<file path="src/rtl/backend_pkg.sv">
// Shared types, constants and helpers for backend_cfg_seq and its serial receiver.
// Frame length depends on whether BACKEND_PARITY_EN is defined at build time.
package backend_pkg;

  typedef enum logic [2:0] {
    IDLE     = 3'd0,
    RST_AMP  = 3'd1,
    RST_CORE = 3'd2,
    RO_WARM  = 3'd3,
    READY    = 3'd4
  } seq_state_e;

  // i_clk cycles without any i_sclk edge before a partial frame is discarded
  localparam int unsigned FRAME_TIMEOUT = 32'd64;

  function automatic int unsigned frame_len(input int unsigned ch_w,
                                            input int unsigned gain_w,
                                            input bit          parity_en);
    frame_len = 32'd2 + ch_w + gain_w + (parity_en ? 32'd1 : 32'd0);
  endfunction

  // Even parity bit for a payload (zero-extended to 32 bits)
  function automatic logic even_parity(input logic [31:0] data);
    even_parity = ^data;
  endfunction

endpackage

</file>
<file path="src/rtl/backend_serial_rx.sv">
// Serial configuration receiver: synchronises i_sclk/i_sdin, assembles frames and
// emits a one-cycle frame_valid. BACKEND_PARITY_EN adds a trailing even-parity bit.
module backend_serial_rx
  import backend_pkg::*;
#(
  parameter int CH_W   = 3,
  parameter int GAIN_W = 3
) (
  input  logic              i_clk,
  input  logic              i_resetbAll,
  input  logic              i_sclk,
  input  logic              i_sdin,
  output logic              o_frame_valid,
  output logic [CH_W-1:0]   o_addr,
  output logic [GAIN_W-1:0] o_gain,
  output logic              o_ibias,
  output logic              o_frame_err
);

`ifdef BACKEND_PARITY_EN
  localparam bit PARITY_ON = 1'b1;
`else
  localparam bit PARITY_ON = 1'b0;
`endif

  localparam int FLEN   = int'(frame_len(CH_W, GAIN_W, PARITY_ON));
  localparam int PL     = FLEN - 1;             // bits after the start bit
  localparam int DATA_W = CH_W + GAIN_W + 1;
  localparam int BC_W   = $clog2(FLEN);
  localparam int TO_W   = $clog2(FRAME_TIMEOUT);

  logic              sclk_meta_q, sclk_meta_d;
  logic              sclk_sync_q, sclk_sync_d;
  logic              sclk_prev_q, sclk_prev_d;
  logic              sdin_meta_q, sdin_meta_d;
  logic              sdin_sync_q, sdin_sync_d;
  logic [BC_W-1:0]   bit_cnt_q, bit_cnt_d;
  logic [PL-2:0]     shift_q, shift_d;
  logic [TO_W-1:0]   idle_q, idle_d;
  logic              valid_q, valid_d;
  logic              err_q, err_d;
  logic [CH_W-1:0]   addr_q, addr_d;
  logic [GAIN_W-1:0] gain_q, gain_d;
  logic              ibias_q, ibias_d;

  logic              sclk_rise_s;
  logic              sclk_edge_s;
  logic [PL-1:0]     frame_bits_s;
  logic [DATA_W-1:0] payload_s;
  logic              timeout_s;

  // Next-state logic: synchronisers, bit counter, shift register, timeout, decode
  always_comb begin
    sclk_meta_d  = i_sclk;
    sclk_sync_d  = sclk_meta_q;
    sclk_prev_d  = sclk_sync_q;
    sdin_meta_d  = i_sdin;
    sdin_sync_d  = sdin_meta_q;
    sclk_rise_s  = sclk_sync_q & ~sclk_prev_q;
    sclk_edge_s  = sclk_sync_q ^ sclk_prev_q;
    frame_bits_s = {shift_q, sdin_sync_q};
    payload_s    = frame_bits_s[PL-1 -: DATA_W];
    timeout_s    = (bit_cnt_q != '0) && !sclk_edge_s && (idle_q == TO_W'(FRAME_TIMEOUT - 1));

    bit_cnt_d = bit_cnt_q;
    shift_d   = shift_q;
    valid_d   = 1'b0;
    err_d     = 1'b0;
    addr_d    = addr_q;
    gain_d    = gain_q;
    ibias_d   = ibias_q;

    if (sclk_rise_s) begin
      if (bit_cnt_q == '0) begin
        // only a 1 opens a frame; idle zeros are ignored
        if (sdin_sync_q) begin
          bit_cnt_d = BC_W'(1);
        end else begin
          bit_cnt_d = bit_cnt_q;
        end
      end else if (bit_cnt_q == BC_W'(FLEN - 1)) begin
        bit_cnt_d = '0;
        addr_d    = payload_s[DATA_W-1 -: CH_W];
        gain_d    = payload_s[GAIN_W:1];
        ibias_d   = payload_s[0];
        if (PARITY_ON && (even_parity(32'(payload_s)) != frame_bits_s[0])) begin
          err_d = 1'b1;
        end else begin
          valid_d = 1'b1;
        end
      end else begin
        bit_cnt_d = bit_cnt_q + BC_W'(1);
        shift_d   = frame_bits_s[PL-2:0];
      end
    end else if (timeout_s) begin
      bit_cnt_d = '0;
    end else begin
      bit_cnt_d = bit_cnt_q;
    end

    if (sclk_edge_s || (bit_cnt_q == '0) || timeout_s) begin
      idle_d = '0;
    end else begin
      idle_d = idle_q + TO_W'(1);
    end
  end

  // Receiver state registers
  always_ff @(posedge i_clk or negedge i_resetbAll) begin
    if (!i_resetbAll) begin
      sclk_meta_q <= 1'b0;
      sclk_sync_q <= 1'b0;
      sclk_prev_q <= 1'b0;
      sdin_meta_q <= 1'b0;
      sdin_sync_q <= 1'b0;
      bit_cnt_q   <= '0;
      shift_q     <= '0;
      idle_q      <= '0;
      valid_q     <= 1'b0;
      err_q       <= 1'b0;
      addr_q      <= '0;
      gain_q      <= '0;
      ibias_q     <= 1'b0;
    end else begin
      sclk_meta_q <= sclk_meta_d;
      sclk_sync_q <= sclk_sync_d;
      sclk_prev_q <= sclk_prev_d;
      sdin_meta_q <= sdin_meta_d;
      sdin_sync_q <= sdin_sync_d;
      bit_cnt_q   <= bit_cnt_d;
      shift_q     <= shift_d;
      idle_q      <= idle_d;
      valid_q     <= valid_d;
      err_q       <= err_d;
      addr_q      <= addr_d;
      gain_q      <= gain_d;
      ibias_q     <= ibias_d;
    end
  end

  assign o_frame_valid = valid_q;
  assign o_frame_err   = err_q;
  assign o_addr        = addr_q;
  assign o_gain        = gain_q;
  assign o_ibias       = ibias_q;

endmodule

</file>
<file path="src/rtl/backend_cfg_seq.sv">
// NCH-channel backend controller: per-channel gain/bias registers loaded over the
// serial link, plus the GO-triggered power-up sequencer. Parity via BACKEND_PARITY_EN.
module backend_cfg_seq
  import backend_pkg::*;
#(
  parameter int NCH      = 4,
  parameter int GAIN_W   = 3,
  parameter int GAIN_RST = 0,
  parameter int T_AMP    = 8,
  parameter int T_CORE   = 4,
  parameter int T_RO     = 16
) (
  input  logic                  i_clk,
  input  logic                  i_resetbAll,
  input  logic                  i_sclk,
  input  logic                  i_sdin,
  output logic [NCH*GAIN_W-1:0] o_gain,
  output logic [NCH-1:0]        o_Ibias_2x,
  output logic                  o_resetb_amp,
  output logic                  o_resetb_core,
  output logic                  o_enableRO,
  output logic                  o_ready,
  output logic                  o_cfg_err
);

  localparam int CH_W  = $clog2(NCH + 1);
  localparam int CNT_W = $clog2(T_AMP + T_CORE + T_RO + 1);
  localparam logic [CH_W-1:0]       ADDR_GO  = '1;
  localparam logic [NCH*GAIN_W-1:0] GAIN_RV  = {NCH{GAIN_W'(GAIN_RST)}};

  logic              rx_valid_s;
  logic [CH_W-1:0]   rx_addr_s;
  logic [GAIN_W-1:0] rx_gain_s;
  logic              rx_ibias_s;
  logic              rx_err_s;
  logic              go_s;

  logic [NCH*GAIN_W-1:0] gain_q, gain_d;
  logic [NCH-1:0]        ibias_q, ibias_d;
  logic                  cfg_err_q, cfg_err_d;
  seq_state_e            state_q, state_d;
  logic [CNT_W-1:0]      dwell_q, dwell_d;
  logic                  amp_q, amp_d;
  logic                  core_q, core_d;
  logic                  ro_q, ro_d;
  logic                  rdy_q, rdy_d;

  backend_serial_rx #(
    .CH_W   (CH_W),
    .GAIN_W (GAIN_W)
  ) u_rx (
    .i_clk         (i_clk),
    .i_resetbAll   (i_resetbAll),
    .i_sclk        (i_sclk),
    .i_sdin        (i_sdin),
    .o_frame_valid (rx_valid_s),
    .o_addr        (rx_addr_s),
    .o_gain        (rx_gain_s),
    .o_ibias       (rx_ibias_s),
    .o_frame_err   (rx_err_s)
  );

  assign go_s = rx_valid_s && (rx_addr_s == ADDR_GO);

  // Channel register writes; addresses in [NCH, ADDR_GO) match no channel and drop out
  always_comb begin
    gain_d    = gain_q;
    ibias_d   = ibias_q;
    cfg_err_d = cfg_err_q | rx_err_s;
    for (int c = 0; c < NCH; c++) begin
      if (rx_valid_s && (int'(rx_addr_s) == c)) begin
        gain_d[c*GAIN_W +: GAIN_W] = rx_gain_s;
        ibias_d[c]                 = rx_ibias_s;
      end else begin
        gain_d[c*GAIN_W +: GAIN_W] = gain_q[c*GAIN_W +: GAIN_W];
        ibias_d[c]                 = ibias_q[c];
      end
    end
  end

  // Channel and error registers
  always_ff @(posedge i_clk or negedge i_resetbAll) begin
    if (!i_resetbAll) begin
      gain_q    <= GAIN_RV;
      ibias_q   <= '0;
      cfg_err_q <= 1'b0;
    end else begin
      gain_q    <= gain_d;
      ibias_q   <= ibias_d;
      cfg_err_q <= cfg_err_d;
    end
  end

  // Sequencer next state; GO wins from any state and restarts the dwell count
  always_comb begin
    state_d = state_q;
    dwell_d = dwell_q;
    if (go_s) begin
      state_d = RST_AMP;
      dwell_d = '0;
    end else begin
      case (state_q)
        IDLE: begin
          state_d = IDLE;
          dwell_d = '0;
        end
        RST_AMP: begin
          if (dwell_q == CNT_W'(T_AMP - 1)) begin
            state_d = RST_CORE;
            dwell_d = '0;
          end else begin
            dwell_d = dwell_q + CNT_W'(1);
          end
        end
        RST_CORE: begin
          if (dwell_q == CNT_W'(T_CORE - 1)) begin
            state_d = RO_WARM;
            dwell_d = '0;
          end else begin
            dwell_d = dwell_q + CNT_W'(1);
          end
        end
        RO_WARM: begin
          if (dwell_q == CNT_W'(T_RO - 1)) begin
            state_d = READY;
            dwell_d = '0;
          end else begin
            dwell_d = dwell_q + CNT_W'(1);
          end
        end
        READY: begin
          state_d = READY;
          dwell_d = '0;
        end
        default: begin
          state_d = IDLE;
          dwell_d = '0;
        end
      endcase
    end

    // outputs decoded from the next state so they register alongside it
    case (state_d)
      RST_CORE: begin amp_d = 1'b1; core_d = 1'b0; ro_d = 1'b0; rdy_d = 1'b0; end
      RO_WARM:  begin amp_d = 1'b1; core_d = 1'b1; ro_d = 1'b1; rdy_d = 1'b0; end
      READY:    begin amp_d = 1'b1; core_d = 1'b1; ro_d = 1'b1; rdy_d = 1'b1; end
      default:  begin amp_d = 1'b0; core_d = 1'b0; ro_d = 1'b0; rdy_d = 1'b0; end
    endcase
  end

  // Sequencer state and registered control outputs
  always_ff @(posedge i_clk or negedge i_resetbAll) begin
    if (!i_resetbAll) begin
      state_q <= IDLE;
      dwell_q <= '0;
      amp_q   <= 1'b0;
      core_q  <= 1'b0;
      ro_q    <= 1'b0;
      rdy_q   <= 1'b0;
    end else begin
      state_q <= state_d;
      dwell_q <= dwell_d;
      amp_q   <= amp_d;
      core_q  <= core_d;
      ro_q    <= ro_d;
      rdy_q   <= rdy_d;
    end
  end

  assign o_gain        = gain_q;
  assign o_Ibias_2x    = ibias_q;
  assign o_resetb_amp  = amp_q;
  assign o_resetb_core = core_q;
  assign o_enableRO    = ro_q;
  assign o_ready       = rdy_q;
  assign o_cfg_err     = cfg_err_q;

endmodule

</file>
<file path="config.mk">
export PLATFORM = sky130hd
export DESIGN_NAME = backend_cfg_seq
export DESIGN_NICKNAME = d
export VERILOG_FILES = /design/src/rtl/backend_pkg.sv /design/src/rtl/backend_serial_rx.sv /design/src/rtl/backend_cfg_seq.sv
export SDC_FILE = /design/constraint.sdc
export NUM_CORES = 1
export LEC_CHECK = 0
export ABC_AREA = 1
export BUFFER_PORTS_ARGS = -buffer_cell sky130_fd_sc_hd__buf_2
export CORE_ASPECT_RATIO = 0.8
export CORE_MARGIN = 1
export CORE_UTILIZATION = 25
export DETAILED_ROUTE_END_ITERATION = 8
export GPL_TIMING_DRIVEN = 0
export SLEW_MARGIN = 10
export SYNTH_ARGS = -nofsm -noshare
export SYNTH_HDL_FRONTEND = slang
export SYNTH_SLANG_ARGS = --single-unit
</file>
<file path="constraint.sdc">
create_clock -name i_clk -period 3.7 [get_ports i_clk]
set_input_delay 0.37 -clock i_clk [delete_from_list [all_inputs] [get_ports i_clk]]
set_output_delay 0.37 -clock i_clk [all_outputs]
set_load 0.01 [all_outputs]
</file>
### Yosys cells after proc, flatten, opt, wreduce, memory -nomap -nowiden

Cells that the tools add are included.

| word-level totals | value |
|---|---|
| register bits after elaboration | 55 |
| input port bits | 4 |
| word-level logic and storage cells | 91 |

| operators by class | value |
|---|---|
| bitwise operators | 5 |
| reduce and logical (&&, ||, !) cells | 19 |
| mux-type cells | 22 |
| equal/unequal tests | 17 |
| add/sub/neg operators | 3 |

Operators with widths:

| cell | count |
|---|---|
| $mux 3 | 9 |
| $mux 5 | 4 |
| $eq 3x3->1 const B | 6 |
| $eq 3x2->1 const B | 5 |
| $pmux 5 s3 | 1 |
| $pmux 3 s4 | 1 |
| $logic_and 1x1->1 | 7 |
| $add 6x1->6 const B | 1 |
| $eq 6x6->1 const B | 1 |
| $logic_not 3->1 | 2 |
| $mux 1 | 6 |
| $mux 6 | 1 |
| $reduce_and 3->1 | 2 |
| $add 5x1->5 const B | 1 |
| $eq 5x2->1 const B | 1 |
| $eq 5x3->1 const B | 1 |
| $eq 5x4->1 const B | 1 |
| $add 3x1->3 const B | 1 |
| $eq 3x1->1 const B | 1 |
| $ne 3x2->1 const B | 1 |
| $not 1->1 | 3 |
| $reduce_bool 3->1 | 1 |
| $reduce_or 3->1 | 1 |
| $logic_or 1x1->1 | 2 |
| 6 further kinds | 6 |

### Longest topological paths before layout

Gate-level depths: netlist of run 1.

| logic depth | value |
|---|---|
| word-level depth | 7 |
| depth in mapped cells | 9 |

### Modules after synthesis

From an unflattened synthesis of run 1, not the netlist that was laid out.

| unflattened totals | value |
|---|---|
| cell total of the unflattened synthesis | 266 |
| area total of the unflattened synthesis | 2464.9 µm² |

By module, submodules not included:

| module | times used | cells an instance | seq. area each (µm²) | area an instance (µm²) |
|---|---|---|---|---|
| backend_cfg_seq | 1 | 145 | 700.7 | 1234.9 |
| backend_serial_rx | 1 | 121 | 700.7 | 1229.9 |

### Least setup slack after synthesis of run 1

No wires, ideal clock.

| timing path | value |
|---|---|
| path kind | register -> register |
| start point | register u_rx.bit_cnt_q[0] |
| end point | register u_rx.shift_q[2] |
| required time | 3.574 ns |
| path buffers | 1 |
| stages on the path, launching flop included | 7 |
| setup time | 0.126 ns |
| arrival | 1.264 ns |
| slack | 2.310 ns |
| path through | dfrtp_1 > ha_1 > ha_1 > nand3b_1 > buf_2 > nand2_1 > o21ai_0 |

| on the way | value |
|---|---|
| word-level cells in the longest chain between the ends | 3 |

RTL lines:

| element | RTL line | text |
|---|---|---|
| start, declared | backend_serial_rx.sv:37 | `logic [BC_W-1:0] bit_cnt_q, bit_cnt_d;` |
| start signal, assigned | backend_serial_rx.sv:130 | `bit_cnt_q <= bit_cnt_d;` |
| $eq 3x3->1 or $logic_not 3->1 (tied branches) | backend_serial_rx.sv:81, backend_serial_rx.sv:74 |  |
| $not 1->1 (no source line) | n/a |  |
| $reduce_and 3->1 (no source line) (*) | n/a |  |
| end signal, assigned | backend_serial_rx.sv:131 | `shift_q <= shift_d;` |
| end, declared | backend_serial_rx.sv:38 | `logic [PL-2:0] shift_q, shift_d;` |

Every way passes the cells marked *; elsewhere a longest branch is shown, timed or not.
A chain may end at the register's enable or synchronous reset.

### Final worst setup path of run 1

| timing path | value |
|---|---|
| start point | register u_rx.bit_cnt_q[0] |
| end point | register u_rx.shift_q[0] |

Same word-level chain as after synthesis.

==> results of run 1 <==
[registers in the layout, indices dropped and copies added (netlist names), 3 cells and up]
name,count
o_gain,12
u_rx.idle_q,6
u_rx.shift_q,6
dwell_q,5
o_Ibias_2x,4
state_q,3
u_rx.bit_cnt_q,3
u_rx.o_addr,3
u_rx.o_gain,3
[critical path: stages (launching register included)]
cell,delay [ns]
dfrtp_1,0.41
ha_1,0.21
ha_1,0.22
nand3b_1,0.25
buf_2,0.22
o21ai_0,0.17
[power by group]
part / leakage, nW / internal, mW / total (mW) / switching, mW
Combinational: 0.596 / 0.0782 / 0.207 / 0.128
Sequential: 0.745 / 0.672 / 0.719 / 0.0476
Clock: 0.0761 / 0.288 / 0.489 / 0.201
Total: 1.42 / 1.04 / 1.41 / 0.377
[logic make-up after synthesis]
family                     synth area share, %
other                                    0.160
DFF                                       58.6
adders and majority gates                 4.26
xor gates and xnor gates                 0.373
buffers and inverters                     7.30
and+or+nand+nor                           20.9
AOI/OAI and AO/OA                         8.37
[through the flow]
stage | util, % | total power [mW] | instances
after global routing | 30.5 | 1.51 | 399
after global placement | 28.7 | 0.936 | 391
after floorplan | - | 0.882 | 253
after CTS | 30.5 | 1.44 | 399
final | 30.5 | 1.41 | 399
after detailed placement | 28.7 | 0.942 | 391
[placed cells by master (no fill, tap or decap), types with 3 or more instances in the layout]
cell	n
clkbuf_16	5
buf_4	3
nand2_1	54
dfrtp_1	55
o21ai_0	31
inv_1	38
nand4_1	3
nor2_1	19
buf_2	24
ha_1	8
nand3_1	20
[cells in the mapped netlist (all sizes together)]
cell,instances,share of area [%]
nand4,3,0.80
dfrtp,55,59
nand3b,2,0.64
nand2,57,9.6
conb,1,0.16
inv,39,6.2
buf,4,1.1
ha,8,4.3
o21ai,32,6.8
o21a,2,0.64
a21oi,1,0.21
nand3,21,4.7
xor2,1,0.37
nor3b,1,0.53
or2,1,0.37
nor2,21,3.6
a31o,1,0.37
nor3,2,0.64
o31ai,1,0.32
[cell type report]
class	count	area, um^2	share of cell area (%)
buffer	4	25.0	0.904
clock buffer	7	153	5.51
clock inverter	1	7.51	0.271
inverter	39	146	5.29
multi-input combinational	155	800	28.9
sequential	55	1380	49.7
tap	115	144	5.20
timing repair buffer	23	118	4.25
[how the worst min path moves through the flow]
stage,from,endpoint,slack [ns],cells past startpoint
2_1_floorplan,i_resetbAll,dwell_q[0]$_DFF_PN0_,0.07,0
3_3_place_gp,u_rx.sdin_meta_q$_DFF_PN0_,u_rx.sdin_sync_q$_DFF_PN0_,0.34,0
3_5_place_dp,u_rx.sclk_meta_q$_DFF_PN0_,u_rx.sclk_prev_d$_DFF_PN0_,0.34,0
4_1_cts,i_sdin,u_rx.sdin_meta_q$_DFF_PN0_,0.18,1
5_1_grt,i_sdin,u_rx.sdin_meta_q$_DFF_PN0_,0.17,1
6_report,i_resetbAll,u_rx.shift_q[1]$_DFFE_PN0P_,0.11,1
[per-layer routing]
metal / vias to the layer above / track usage, % / share of wire [%]
li1: 861 / - / -
met1: 759 / 12.8 / 54
met2: 15 / 12.5 / 42
met3: 2 / 2.87 / 3.9
met4: 0 / 1.44 / 0.23
met5: - / 0 / 0
==> results.txt, run 1 <==
CP Class - reg2reg
Cell variety after synth - 27
CP endpoint kind - flop
Mapped Nets - 265
Critical Path RT - 3.90 ns
VDD IR max - 0.231 mV
RSZ-0062 raised after global routing - no
leakage - 1.42 nW
CTS tree - built
routed wire length per instance - 9.62 um
highest net fanout along the worst path - 10
Placer Congestion - 0.815
die area - 9780 um^2
Remaining Overflow, GRT - 0
initial antenna violation count - 0
clock skew - 0.00413 ns
Fillers - 949
Vias - 1,637
die span in y - 88.7 um
CP Launch Point - u_rx.bit_cnt_q[0]$_DFFE_PN0P_
FF-to-FF setup slack - 2.13 ns
Sink Count - 55
TNS Setup - 0 ns
CTS clock-pin slew for the worst setup and hold paths - 0.07 ns
RR Endpoint - u_rx.shift_q[0]$_DFFE_PN0P_
first-pass GRT wire length - 6.73 mm
io pins - 25
layout cells sized above 1 - 16.2%
R2R Path Start - u_rx.bit_cnt_q[0]$_DFFE_PN0P_
Worst Setup EP - u_rx.shift_q[0]$_DFFE_PN0P_
worst setup margin - 2.13 ns
CP Launch Type - flop
Final Slew Violations - 0
PortBufs - 23
largest net degree at the start of global routing - 56
Min-Delay Path Class - in2async
Post-CTS Resized - 0
WHS - 0.115 ns
worst slew pin tran - 0.677 ns
Final Critical Period - 1.57 ns
vias in the first global route - 1,509
Chip Width - 110 um
Area growth syn-to-layout - 18.0%
Diodes inserted - 0
drt pass-1 iters - 5
Setup Slack @ Placement - 2.15 ns
clk_lat worst skew - 0.28 ns
CORE AREA - 9080 um^2
initial DRC count - 61
post-synthesis sequential area ratio - 58.6%
Finished Cell Area - 2770 um^2
syn_area_per_cell - 9.28 um^2
outcome - completed
netlist area before placement - 2350 um^2
Reg2Reg Depth - 5
CTS max path bufs - 2
Final Hold Viols - 0
count of final setup violators - 0
max-cap viol count - 0
Yosys warnings - 0
Worst EP arrival - 1.76 ns
CTS Buf Count - 5
Setup Buffers After CTS - 0
highest achievable clock rate - 639 MHz
Post-DP Area - 2610 um^2
Core Rows - 31
Vias per Instance - 4.10
Starting Density - 25.9%
drt total wl - 3.84 mm
# hold bufs at CTS - 0
DR DRC count - 0
All-Layer GR Usage - 8.71%
max_slew headroom - 54.9%
synthesis-stage register bit count - 55
cell count after synthesis - 253
power per cell area - 511 nW/um^2
period utilisation layout - 42.3%
Final #Nets - 295
remaining antenna violation count - 0
H-tree depth - 2
clk root buf - clkbuf_16
detailed placement HPWL - 2.85 mm
No activity file was read; power rests on OpenSTA's default activity.
==> run 2: changes to the inputs <==
Clock period 3.7 ns to 1.4 ns, I/O delays scaled along.
==> results.txt, run 2 (same netlist as run 1, synthesis figures left out) <==
outcome - complete, but fails checks
failing checks - negative setup slack
Reg2Reg Depth - 6
most frequent cells in the layout - dfrtp_1, nand2_1, inv_1
initial antenna violation count - 0
drt total wl - 4.39 mm
Chip Width - 110 um
Core Rows - 31
max reg flops - 12
CP endpoint kind - flop
H-tree depth - 2
DR DRC count - 0
Starting Density - 25.9%
first-pass GRT wire length - 7.04 mm
overall power - 3.93 mW
Vias - 1,738
Worst Hold End - u_rx.sclk_prev_d$_DFF_PN0_
Area growth syn-to-layout - 29.5%
Hold Path Stages - 0
Vias per Instance - 4.24
CP Class - reg2reg
worst setup margin - -0.0407 ns
Clk pwr share - 33.2%
crit-path cells - ha_2 -> ha_4 -> nand3b_1 -> buf_6 -> nand2_2 -> o21ai_2
Sw Pwr - 1.09 mW
Worst EP arrival - 1.62 ns
FF-to-FF setup slack - -0.04 ns
clock skew - 0.00583 ns
Placer Congestion - 0.815
PortBufs - 23
sw frac - 27.7%
layout cells sized above 1 - 30.2%
RR Endpoint - u_rx.shift_q[0]$_DFFE_PN0P_
final core occ - 33.5%
initial DRC count - 65
Worst path slowest cell - dfrtp_1
sequential power share - 48.9%
io pins - 25
max-cap viol count - 0
clk root buf - clkbuf_16
CTS clock-pin slew for the worst setup and hold paths - 0.07 ns
CORE AREA - 9080 um^2
CTS Buf Count - 5
Fillers - 918
power per cell area - 1290 nW/um^2
largest net degree at the start of global routing - 56
Final Slew Violations - 0
remaining antenna violation count - 0
highest achievable clock rate - 694 MHz
highest net fanout along the worst path - 3
Diodes inserted - 0
Critical Path RT - 1.58 ns
max_slew headroom - 54.5%
met2 WL - 1.96 mm
CP Launch Type - flop
leakage - 1.52 nW
All-Layer GR Usage - 9.10%
internal power - 2.84 mW
clk_lat worst skew - 0.29 ns
count of final setup violators - 7
R2R Path Start - u_rx.bit_cnt_q[1]$_DFFE_PN0P_
Remaining Overflow, GRT - 0
period utilisation layout - 103%
die span in y - 88.7 um
Final #Nets - 306
Final Hold Viols - 0
die area - 9780 um^2
Sink Count - 55
Hold Startpoint - u_rx.sclk_meta_q$_DFF_PN0_
RSZ-0062 raised after global routing - yes
commonest non-fill, non-tap cell in the layout - dfrtp_1
routed wire length per instance - 10.7 um
part of the power in combinational logic - 17.9%
Setup Slack @ Placement - -0.147 ns
drt pass-1 iters - 4
CTS max path bufs - 2
CP peak stage delay - 0.40 ns
met3 routed WL - 133 um
CTS tree - built
VDD IR max - 0.647 mV
met1 wire length - 2.24 mm
worst slew pin tran - 0.683 ns
Top Metal Used - met4
detailed placement HPWL - 2.85 mm
Final Critical Period - 1.44 ns
Min-Delay Path Class - reg2reg
vias in the first global route - 1,576
## run 2: cell types whose count changed in the layout (fill, tap and decap cells not counted), moves of 4 or more
cell / change
buf_4: +6
nand3_1: -9
nand3_2: +9
o21ai_1: +5
nand2_2: +10
nand2_1: -12
ha_1: -7
ha_4: +4
o21ai_0: -7
buf_6: +4
## run 2: per-layer routing
layer / track usage (%) / up-vias
met5: 0 / -
met4: 1.44 / 0
met3: 2.87 / 6
met2: 13.6 / 19
met1: 13.1 / 829
li1: - / 884
## run 2: power by group through the flow
stage / combinational, mW / sequential [mW] / clock, mW
final: 0.701 / 1.92 / 1.30
after floorplan: 0.423 / 1.91 / 0
after CTS: 0.610 / 1.90 / 1.34
after global routing: 0.824 / 1.95 / 1.41
after detailed placement: 0.560 / 1.93 / 0
after global placement: 0.548 / 1.92 / 0
## run 2: repair_timing
item / CTS / global route
cloned: 0 / 1
hold buffers: 2 / 1
pin swaps: 4 / 9
endpoints found under the setup margin: 21 / 32
resized for setup: 15 / 42
hold endpoints to repair: 2 / 55
buffers inserted: 6 / 1
## run 2: stage by stage
| stage | TNS, ns | std cells | instance area [um^2] | hold WS [ns] |
|---|---|---|---|---|
| after floorplan | 0 | 253 | 2350 | -0.156 |
| after global placement | -1.62 | 391 | 2610 | 0.250 |
| after detailed placement | -1.95 | 391 | 2610 | 0.251 |
| after CTS | -0.00302 | 407 | 2880 | 0.163 |
| after global routing | -0.859 | 410 | 3040 | 0.359 |
| final | -0.198 | 410 | 3040 | 0.350 |
## run 2: how the worst max path moves through the flow
stage                                        startpoint                     endpoint  slack [ns]  cells after the start
after detailed placement           dwell_q[0]$_DFF_PN0_         dwell_q[3]$_DFF_PN0_       -0.15                      9
final                     u_rx.bit_cnt_q[1]$_DFFE_PN0P_  u_rx.shift_q[0]$_DFFE_PN0P_       -0.04                      6
after global routing      u_rx.bit_cnt_q[1]$_DFFE_PN0P_  u_rx.shift_q[0]$_DFFE_PN0P_       -0.11                      6
after CTS                          dwell_q[0]$_DFF_PN0_         o_enableRO$_DFF_PN0_      -0.002                      9
after floorplan           u_rx.bit_cnt_q[0]$_DFFE_PN0P_  u_rx.shift_q[2]$_DFFE_PN0P_        0.01                      6
after global placement    u_rx.bit_cnt_q[0]$_DFFE_PN0P_  u_rx.shift_q[0]$_DFFE_PN0P_       -0.14                      5
## run 2: cell type report
| class | instances | area, um^2 | share of cell area [%] |
|---|---|---|---|
| sequential | 55 | 1380 | 45.3 |
| multi-input combinational | 155 | 960 | 31.6 |
| timing repair buffer | 34 | 219 | 7.20 |
| clock buffer | 7 | 153 | 5.02 |
| inverter | 39 | 146 | 4.82 |
| tap | 115 | 144 | 4.73 |
| buffer | 4 | 33.8 | 1.11 |
| clock inverter | 1 | 7.51 | 0.247 |
## run 2: worst max-delay path: cells and delay by family, from the launching register on
kind,cells,cell delay (ns)
and+or+nand+nor,2,0.32
DFF,1,0.40
adders and majority gates,2,0.38
buffers and inverters,1,0.19
AOI/OAI and AO/OA,1,0.05
==> run 3: changes to the inputs <==
--- a/config.mk
+++ b/config.mk
@@ -13,4 +13,5 @@
 export DETAILED_ROUTE_END_ITERATION = 8
 export GPL_TIMING_DRIVEN = 0
+export RECOVER_POWER = 25
 export SLEW_MARGIN = 10
 export SYNTH_ARGS = -nofsm -noshare
==> constraint.sdc (replaced) <==
create_clock -name i_clk -period 1.4 [get_ports i_clk]
set_input_delay 0.14 -clock i_clk [delete_from_list [all_inputs] [get_ports i_clk]]
set_output_delay 0.14 -clock i_clk [all_outputs]
set_load 0.1 [all_outputs]
==> results.txt, run 3 (same netlist as run 1, synthesis figures left out) <==
outcome - complete, but fails checks
failing checks - negative setup slack
CTS Buf Count - 5
highest achievable clock rate - 706 MHz
CP Class - reg2reg
Finished Cell Area - 3060 um^2
Critical Path RT - 1.57 ns
clock skew - 0.00859 ns
CTS max path bufs - 2
die area - 9780 um^2
Area growth syn-to-layout - 30.5%
Final Critical Period - 1.42 ns
DR DRC count - 0
CTS clock-pin slew for the worst setup and hold paths - 0.07 ns
io pins - 25
GRT met2 Usage - 15.2%
die span in y - 88.7 um
period utilisation layout - 101%
Final Hold Viols - 0
crit-path cells - ha_2 -> ha_4 -> nand3b_1 -> buf_6 -> nand2_2 -> o21ai_1
Min-Delay Path Class - reg2reg
WP depth - 6
Chip Width - 110 um
clk_lat worst skew - 0.29 ns
All-Layer GR Usage - 9.21%
worst setup margin - -0.0164 ns
Post-DP Area - 2610 um^2
max reg flops - 12
max_slew headroom - 50.9%
Final #Nets - 308
CP endpoint kind - flop
H-tree depth - 2
GR Util met1 - 11.8%
drt pass-1 iters - 4
vias in the first global route - 1,606
CTS tree - built
count of final setup violators - 4
initial DRC count - 55
Final Instance Count excl. Fillers - 412
initial antenna violation count - 0
crit-path leading delay family - flip-flops
Final Slew Violations - 0
Buffers & Inverters on Critical Path - 1
detailed placement HPWL - 2.87 mm
layout cells sized above 1 - 31.6%
CP Launch Type - flop
placed cell count - 391
commonest non-fill, non-tap cell in the layout - dfrtp_1
flip-flop and latch area - 1380 um^2
worst slew pin tran - 0.737 ns
Remaining Overflow, GRT - 0
clk root buf - clkbuf_16
area of the multi-input gates - 978 um^2
routed wire length per instance - 11.1 um
PortBufs - 23
VDD IR max - 0.534 mV
highest net fanout along the worst path - 5
remaining antenna violation count - 0
Sink Count - 55
busiest grt layer - met2
drt total wl - 4.58 mm
max-cap viol count - 0
Core Rows - 31
Reg2Reg Depth - 6
Hold Path Stages - 0
overall power - 3.95 mW
Worst EP arrival - 1.59 ns
CP peak stage delay - 0.40 ns
CORE AREA - 9080 um^2
RSZ-0062 raised after global routing - yes
Starting Density - 25.9%
Worst path slowest cell - dfrtp_1
power per cell area - 1290 nW/um^2
Placer Congestion - 0.816
most frequent cells in the layout - dfrtp_1, nand2_1, inv_1
largest net degree at the start of global routing - 56
leakage - 1.53 nW
TNS Setup - -0.0414 ns
Diodes inserted - 0
met3 GRT Util - 2.87%
Vias - 1,746
Fillers - 937
first-pass GRT wire length - 7.00 mm
Vias per Instance - 4.24
## run 3: changes by cell type in the layout (fill, tap and decap cells not counted), sizes merged
cell,previous run,this run
clkinvlp,1,2
clkbuf,7,6
clkinv,0,1
buf,35,36
## run 3: per-layer routing
metal	wire, um	share of wire [%]	vias up
met2	2170	47	14
met4	27	0.59	0
met1	2260	49	844
met5	0	0	-
li1	-	-	885
met3	119	2.6	3
## run 3: what timing repair did
item	in CTS	in global routing
cloned	0	1
endpoints found under the setup margin	23	28
pin swaps	6	9
hold buffers	2	1
resized for setup	21	41
hold endpoints to repair	2	55
buffers inserted	5	4
## run 3: metrics by stage
stage / worst slack (ns) / utilization [%] / hold slack, ns
after floorplan: 0.00982 / - / -0.156
after global placement: -0.135 / 28.7 / 0.249
after detailed placement: -0.172 / 28.7 / 0.250
after CTS: -0.0135 / 31.6 / 0.147
after global routing: -0.0783 / 33.7 / 0.358
final: -0.0164 / 33.7 / 0.352
## run 3: final cells by class
cell class	instances	area share [%]
plain buffers	4	1.23
clock inverters	3	0.654
inverters	39	4.78
clock buffers	5	4.08
multi-input cells	155	31.9
well taps	115	4.70
flip-flops and latches	55	45.0
repair buffers	36	7.64
## run 3: worst paths after layout
check / start / to / slack [ns]
hold reg to reg: u_rx.sdin_meta_q$_DFF_PN0_ / u_rx.sdin_sync_q$_DFF_PN0_ / 0.35
hold / removal: u_rx.sdin_meta_q$_DFF_PN0_ / u_rx.sdin_sync_q$_DFF_PN0_ / 0.35
setup / recovery: u_rx.bit_cnt_q[1]$_DFFE_PN0P_ / u_rx.shift_q[3]$_DFFE_PN0P_ / -0.02
setup reg to reg: u_rx.bit_cnt_q[1]$_DFFE_PN0P_ / u_rx.shift_q[3]$_DFFE_PN0P_ / -0.02
max in group asynchronous: i_resetbAll / o_enableRO$_DFF_PN0_ / 0.41
min in group asynchronous: i_resetbAll / o_gain[10]$_DFFE_PN0P_ / 0.48
## run 3: power breakdown
group / total [mW] / leakage, nW / internal, mW / switching (mW)
clock: 1.22 / 0.0658 / 0.660 / 0.559
sequential: 1.93 / 0.743 / 1.78 / 0.151
combinational: 0.806 / 0.723 / 0.339 / 0.466
